===== config.mk =====
export PLATFORM = sky130hd
export DESIGN_NAME = frac_to_dec_stream
export DESIGN_NICKNAME = d
export VERILOG_FILES = /design/src/rtl/frac_to_dec_stream.sv
export SDC_FILE = /design/constraint.sdc
export NUM_CORES = 2
export LEC_CHECK = 0
export BUFFER_PORTS_ARGS = -buffer_cell sky130_fd_sc_hd__clkbuf_2
export CAP_MARGIN = 40
export CORE_MARGIN = 1.5
export CORE_UTILIZATION = 50
export CTS_CLUSTER_DIAMETER = 50
export DETAILED_ROUTE_END_ITERATION = 7
export PLACE_DENSITY_LB_ADDON = 0.3
export SLEW_MARGIN = 15
export SYNTH_ARGS = -nofsm -noshare
export SYNTH_HDL_FRONTEND = slang
export SYNTH_SLANG_ARGS = --single-unit

===== constraint.sdc =====
create_clock -name clk -period 5.6 [get_ports clk]
set_input_delay 1.12 -clock clk [delete_from_list [all_inputs] [get_ports clk]]
set_output_delay 1.12 -clock clk [all_outputs]
set_load 0.02 [all_outputs]

===== src/rtl/frac_to_dec_stream.sv =====
// frac_to_dec_stream: converts an integer digit plus a FRAC_W-bit binary
// fraction (value = frac_in / 2^FRAC_W) into a stream of decimal digits.
// Digit 0 is int_in. Each following digit comes from one multiply-by-10 step.
// Output is a valid/ready stream with digit index, last flag and abort.
//
// Optional feature: define FRAC_TO_DEC_ZERO_STOP_EN to end the stream early
// at the first digit after which the remaining fraction is zero.
//
// Ports:
//   clk, rst_n        clock (rising edge), async active-low reset
//   start, abort      conversion request (IDLE only) / cancel
//   frac_in, int_in   operands, captured when start is accepted
//   digit             current decimal digit
//   digit_valid       digit/digit_idx/digit_last are valid
//   digit_ready       sink accepts the digit
//   digit_last        current digit is the final one
//   digit_idx         0 = integer digit, k = k-th fraction digit
//   busy              high while emitting
//   done              one-cycle pulse after the final digit transfers
module frac_to_dec_stream #(
    parameter int unsigned FRAC_W     = 392,
    parameter int unsigned NUM_DIGITS = 118,
    parameter int unsigned IDX_W      = $clog2(NUM_DIGITS + 1)
) (
    input  logic              clk,
    input  logic              rst_n,
    input  logic              start,
    input  logic              abort,
    input  logic [FRAC_W-1:0] frac_in,
    input  logic [3:0]        int_in,
    output logic [3:0]        digit,
    output logic              digit_valid,
    input  logic              digit_ready,
    output logic              digit_last,
    output logic [IDX_W-1:0]  digit_idx,
    output logic              busy,
    output logic              done
);

`ifdef FRAC_TO_DEC_ZERO_STOP_EN
    localparam bit ZERO_STOP = 1'b1;
`else
    localparam bit ZERO_STOP = 1'b0;
`endif

    localparam int unsigned PROD_W = FRAC_W + 4;

    typedef enum logic [1:0] {
        IDLE = 2'd0,
        EMIT = 2'd1,
        DONE = 2'd2
    } state_t;

    state_t            state;
    logic [FRAC_W-1:0] frac_q;

    // Multiply-by-10 step at full width: (f<<3)+(f<<1) cannot overflow PROD_W.
    logic [PROD_W-1:0] frac_ext_c;
    logic [PROD_W-1:0] prod_c;
    logic [3:0]        next_digit_c;
    logic [FRAC_W-1:0] next_frac_c;
    logic [IDX_W-1:0]  next_idx_c;
    logic              next_last_c;
    logic              first_last_c;

    always_comb begin
        frac_ext_c   = PROD_W'(frac_q);
        prod_c       = (frac_ext_c << 3) + (frac_ext_c << 1);
        next_digit_c = prod_c[PROD_W-1:FRAC_W];
        next_frac_c  = prod_c[FRAC_W-1:0];
        next_idx_c   = digit_idx + IDX_W'(1);
        next_last_c  = (next_idx_c == IDX_W'(NUM_DIGITS)) ||
                       (ZERO_STOP && (next_frac_c == '0));
        first_last_c = (NUM_DIGITS == 0) ||
                       (ZERO_STOP && (frac_in == '0));
    end

    // Control FSM with registered outputs.
    always_ff @(posedge clk or negedge rst_n) begin
        if (!rst_n) begin
            state       <= IDLE;
            frac_q      <= '0;
            digit       <= 4'd0;
            digit_valid <= 1'b0;
            digit_last  <= 1'b0;
            digit_idx   <= '0;
            busy        <= 1'b0;
            done        <= 1'b0;
        end else begin
            done <= 1'b0;
            case (state)
                IDLE: begin
                    if (start && !abort) begin
                        frac_q      <= frac_in;
                        digit       <= int_in;
                        digit_idx   <= '0;
                        digit_valid <= 1'b1;
                        digit_last  <= first_last_c;
                        busy        <= 1'b1;
                        state       <= EMIT;
                    end
                end
                EMIT: begin
                    // Abort outranks a transfer in the same cycle.
                    if (abort) begin
                        digit_valid <= 1'b0;
                        digit_last  <= 1'b0;
                        busy        <= 1'b0;
                        state       <= IDLE;
                    end else if (digit_valid && digit_ready) begin
                        if (digit_last) begin
                            digit_valid <= 1'b0;
                            digit_last  <= 1'b0;
                            busy        <= 1'b0;
                            done        <= 1'b1;
                            state       <= DONE;
                        end else begin
                            frac_q     <= next_frac_c;
                            digit      <= next_digit_c;
                            digit_idx  <= next_idx_c;
                            digit_last <= next_last_c;
                        end
                    end
                end
                DONE: begin
                    state <= IDLE;
                end
                default: begin
                    state       <= IDLE;
                    digit_valid <= 1'b0;
                    digit_last  <= 1'b0;
                    busy        <= 1'b0;
                end
            endcase
        end
    end

endmodule


Word level (Yosys, flattened, before mapping)
Cells that the tools add are included.
- add/sub/neg operators: 2
- equality and inequality tests: 9
- muxes and demuxes: 34
- bitwise operators: 1
- reductions and logical operators: 9
- operators with widths (cell ; count):
    392-bit two-way mux ; 4
    392-bit one-hot mux with 2 select lines ; 1
    395-bit by 393-bit adder with 396-bit output ; 1
    7-bit two-way mux ; 4
    4-bit two-way mux ; 4
    7-bit one-hot mux with 2 select lines ; 1
    1-bit two-way mux ; 12
    2-bit two-way mux ; 4
    2-bit inequality test (second input constant) ; 4
    4-bit one-hot mux with 2 select lines ; 1
    7-bit by 1-bit adder with 7-bit output (second input constant) ; 1
    7-bit == test (second input constant) ; 1
    3-bit inequality test (second input constant) ; 2
    1-bit one-hot mux with 3 select lines ; 2
    3-bit AND reduction ; 2
    5-bit AND reduction ; 1
    2-bit one-hot mux with 2 select lines ; 1
    4-bit AND reduction ; 1
    2-bit by 1-bit == test with 1-bit output (second input constant) ; 1
    2-bit == test (second input constant) ; 1
    1-bit logical AND ; 2
    2-bit zero test ; 1
    2-bit nonzero test ; 1
    1-bit zero test ; 1
    1-bit NOT ; 1
- bits in registers: 408
- input bits: 401
- output and inout bits: 15
- logic and storage cells: 62

Logic depth before layout (Yosys ltp)
- depth in word-level cells: 6
- depth in mapped cells: 19
- depth with buffers taken out: 18

Worst setup path before layout
OpenSTA, ideal clock, no wires.
- kind: reg2reg
- start point: register frac_q[30]
- end point: register frac_q[381]
- library setup time: 0.149 ns
- arrival time: 4.184 ns
- data required time: 5.451 ns
- setup slack: 1.268 ns
- cell stages (with the launch flop): 19
- path buffers: 1
- period minus slack after synthesis: 4.332 ns
- path through: dfrtp_1 -> ha_1 -> buf_2 -> nand4_2 -> or3_4 -> nand2b_4 -> a211o_1 -> a2111oi_1 -> o2111ai_1 -> a31oi_1 -> o21ai_1 -> a2111oi_2 -> nor2_1 -> o31ai_4 -> a21oi_2 -> o31a_1 -> a31oi_4 -> mux2i_1 -> a311oi_2
- word-level cells in the longest chain between the ends: 5
- ends and longest elaborated chain (item ; line ; text):
    from (decl) ; 55 ; logic [FRAC_W-1:0] frac_q;
    from (signal assigned) ; 94 ; frac_q <= frac_in;
    from (signal assigned) ; 118 ; frac_q <= next_frac_c;
    395-bit by 393-bit adder with 396-bit output ; 68 ; prod_c = (frac_ext_c << 3) + (frac_ext_c << 1);
    392-bit two-way mux ; 111 ; if (digit_last) begin
    392-bit two-way mux ; 110 ; end else if (digit_valid && digit_ready) begin
    392-bit two-way mux ; 105 ; if (abort) begin
    392-bit one-hot mux with 2 select lines ; 91 ; case (state)
Every way passes these cells. The select of a mux whose other input is x is not followed.
A chain may end at the register's enable or synchronous reset.

Worst setup path in the final report
- start point: register frac_q[213]
- end point: register frac_q[383]
Same word-level chain as after synthesis.

==> results.md <==
- Status: finished with violations
- Failing checks: DRC
- Post-synthesis compound-gate area fraction: 34.09%
- Hold Buf Count CTS: 0
- Max Slew Vio Count: 0
- Cts bufs inserted: 74
- Crit. End Element: register
- Syn_nets: around 8000
- TritonRoute pass-1 iters: 8
- Mux cell area share after synthesis: less than 1%
- Min Tclk post-route: ~5500 ps
- Layout Nets: between 8000 and 9000
- Largest net degree at the start of global routing: about 180
- Clock root buffer: clkbuf_16
- DR vias: about 60000
- Global-route wire length before repair: approximately 340000 um
- DRC violations left: 1
- Critical-path top delay cell: nor4_2
- Initial Utilization: between 50% and 60%
- Routed WL per cell: 25.70 um
- CP required: around 6000 ps
- Clk slew on worst S/H paths: ~60 ps
- Cell Pwr Density: 773.2 mW/mm2
- Post-synth EDFFs: 0
- Placed cell count: 8821
- Leak pwr: ~0.024 uW
- Max clock buf depth: 3
- Main combinational cell family by area after synthesis: compound AO/OA/AOI/OAI gates
- Reg2reg end: frac_q[383]
- Final ANT Viol Nets: 0
- Clock Latency Late Sink: roughly 700 ps
- IO Port Bufs: roughly 420
- Max cap viols: 0
- XOR/XNOR Fraction of Synth Area: under 10%
- Hold Path Class: in -> async
- Critical-path maximum fanout: 8
- Seq/Total Area, Yosys: between 20 and 25%
- Final Cycle Share: a little over nine tenths
- First DRT Iteration DRCs: between 7000 and 8000
- Sequential fraction of design power: 12.6%
- Critical path type: reg -> reg
- CP max stage delay: 530 ps
- Initial antenna violation count: 12
- IO Pins: between 400 and 500
- Die W: 316.8 um
- R2R Setup Slk: between 80 and 90 ps
- VDD IR max: between 400 and 500 uV
- Mapped cell area: 0.04922 mm2
- Adder-cell share of the synthesized area: about a tenth
- Clock network power share: approximately 11%
- Slew headroom: approximately 33%
- Post-detailed-route via-to-cell ratio: between 6 and 7
- Clock skew: ~36 ps
- Share of cells above drive strength 1: 12.64%
- Yosys top cell by area: dfrtp_1
- Crit path arrival time: 6040 ps
- Vias in the first global route: 55700
- Total Negative Setup Slacks: 0 ps
- P&R area growth vs syn: 15.14%
- Origin of the critical flop-to-flop path: frac_q[213]
- Total grt overflow: 0
- Reg2reg path depth: 20
- Core footprint: about 0.097 mm2
- Post-Synth Simple-Gate Area: 23.87%
- Cells after synthesis: between 7000 and 8000
- Post-placement cell area: 0.05390 mm2
- Post-route cell area: between 0.05 and 0.06 mm2
- Area fraction of the dominant cell type after synthesis: 20.74%
- Dpl hpwl: ~190000 um
- Synth area leaders: dfrtp_1 21%, a21oi_1 12%, ha_1 10%
- Internal power: between 15000 and 20000 uW
- Flops & latches, synth: 408
- Comb pwr share: about 76%
- Final Wtd Congestion: 1.123
- Worst-Margin Slew: 1002 ps
- Drt total wl: about 230000 um
- Ys Warns: 0
- Crit path launch type: register
- Clock sink count: around 410
- FFs w/ async S/R, synth: 100.0%
- Syn avg cell area: roughly 6.8 um2
- Library cells used by synthesis: 88
- Worst-path cell chain: ha_1 > nand2_1 > nor2_1 > nand2_1 > nor4_2 > nand4_1 > buf_4 > nor4_2 > buf_4 > a31oi_1 > a21oi_1 > buf_4 > a31oi_1 > o31ai_1 > a21o_1 > a221o_1 > a31oi_1 > o31ai_1 > xnor2_1 > a21oi_1
- CTS tree: yes
- Row count: about 110
- Final Hold Fails: 0
- All-layer global routing usage: 44.19%
- Most common cell after layout, fill and taps aside: a21oi_1
- Fmax: 0.1812 GHz
- Top FF cell, synth: dfrtp_1
- Sw frac: a little under three fifths
- Die area: around 0.1 mm2
- # setup viols final: 0
- Commonest cells after routing, fill and taps aside: 1145 x a21oi_1, 961 x nand2_1, 859 x o21ai_0
- Layout Cells excl Fill: between 8000 and 9000
- Die height: between 300 and 400 um
- CTS H-tree lvls: 3
- Psw: about 25000 uW
==> routing by layer <==
metal  wire (um)  global-route usage (%)  share of wire [%]
met1       92440                   57.10                 40
met4       15520                   25.19                6.7
met2       99780                   68.81                 43
met3       22550                   8.700                9.8
met5          66                       0              0.029
==> per-stage QoR <==
step / hold slack, ps / total power [uW] / utilization (%) / setup slack, ps
detailed placement: 508.9 / 37410 / 55.49 / -240.3
floorplan: 481.7 / 26340 / - / 1268
global placement: 502.0 / 37350 / 55.43 / -215.4
finish: 464.7 / 43820 / 58.35 / 81.47
CTS: 482.8 / 42540 / 58.17 / 11.05
global route: 510.4 / 46350 / 58.34 / -53.15
==> synth_stat cells (45+ instances only) <==
cell type / instances
or3_1: 45
o21bai_1: 140
dfrtp_1: 408
ha_1: 392
o21a_1: 77
a21o_1: 165
xor2_1: 167
a21oi_1: 1146
o21ai_0: 862
inv_1: 132
a22oi_1: 74
nand3_1: 100
a21boi_0: 49
nand4_1: 271
nor2_1: 812
clkbuf_1: 412
nor4_1: 62
a31oi_1: 63
nand2_1: 963
nand2b_1: 50
xnor2_1: 216
nor3_1: 131
==> final cells by class <==
cell class,count,area (um2)
clock inverters,45,540.5
repair buffers,746,4787
clock buffers,88,2047
flip-flops and latches,408,10210
well taps,1276,1597
fillers,9386,40460
multi-input cells,6261,36980
inverters,133,499.2
diodes,5,12.51
==> repair_timing <==
action | in CTS | in global routing
setup endpoints to repair | 11 | 23
setup buffers | 0 | 1
gates resized for setup | 3 | 18
endpoints found under the hold margin | 0 | 0
pin swaps | 0 | 4
==> cell families after synthesis <==
| logic type | after synthesis |
|---|---|
| AOI/OAI and AO/OA | 2874 |
| muxes | 1 |
| DFF | 408 |
| adders and majority gates | 393 |
| xor gates and xnor gates | 383 |
| and+or+nand+nor | 2610 |
| buffers and inverters | 579 |
==> worst max-delay path, delay by kind of cell, from the launching register on <==
family	cells	cell delay [ps]
adders and majority gates	1	510
xor gates and xnor gates	1	170
and+or+nand+nor	6	1620
AOI/OAI and AO/OA	9	2050
DFF	1	410
buffers and inverters	3	590
==> power by group through the flow <==
| stage | combinational (uW) | sequential [uW] | clock [uW] |
|---|---|---|---|
| 5_1_grt | 35700 | 5630 | 4990 |
| 2_1_floorplan | 21300 | 5000 | 0 |
| 6_report | 33400 | 5520 | 4860 |
| 3_3_place_gp | 31900 | 5450 | 0 |
| 3_5_place_dp | 31900 | 5480 | 0 |
| 4_1_cts | 32200 | 5460 | 4880 |
==> sequential cells by signal, summed over array words and instances, names as in the netlist <==
register    flops
frac_q        392
digit_idx       7
digit           4
state           2
busy            1
digit_last      1
done            1
==> how the worst max path moves through the flow <==
| stage | startpoint | endpoint | slack, ps | cells past startpoint |
|---|---|---|---|---|
| floorplan | frac_q[30] | frac_q[381] | 1270 | 18 |
| finish | frac_q[213] | frac_q[383] | 80 | 20 |
| global route | frac_q[14] | frac_q[381] | -50 | 21 |
| detailed placement | frac_q[213] | frac_q[383] | -240 | 19 |
| global placement | frac_q[81] | frac_q[271] | -220 | 24 |
| CTS | frac_q[18] | frac_q[381] | 10 | 21 |
(Power assumes the default switching activity.)
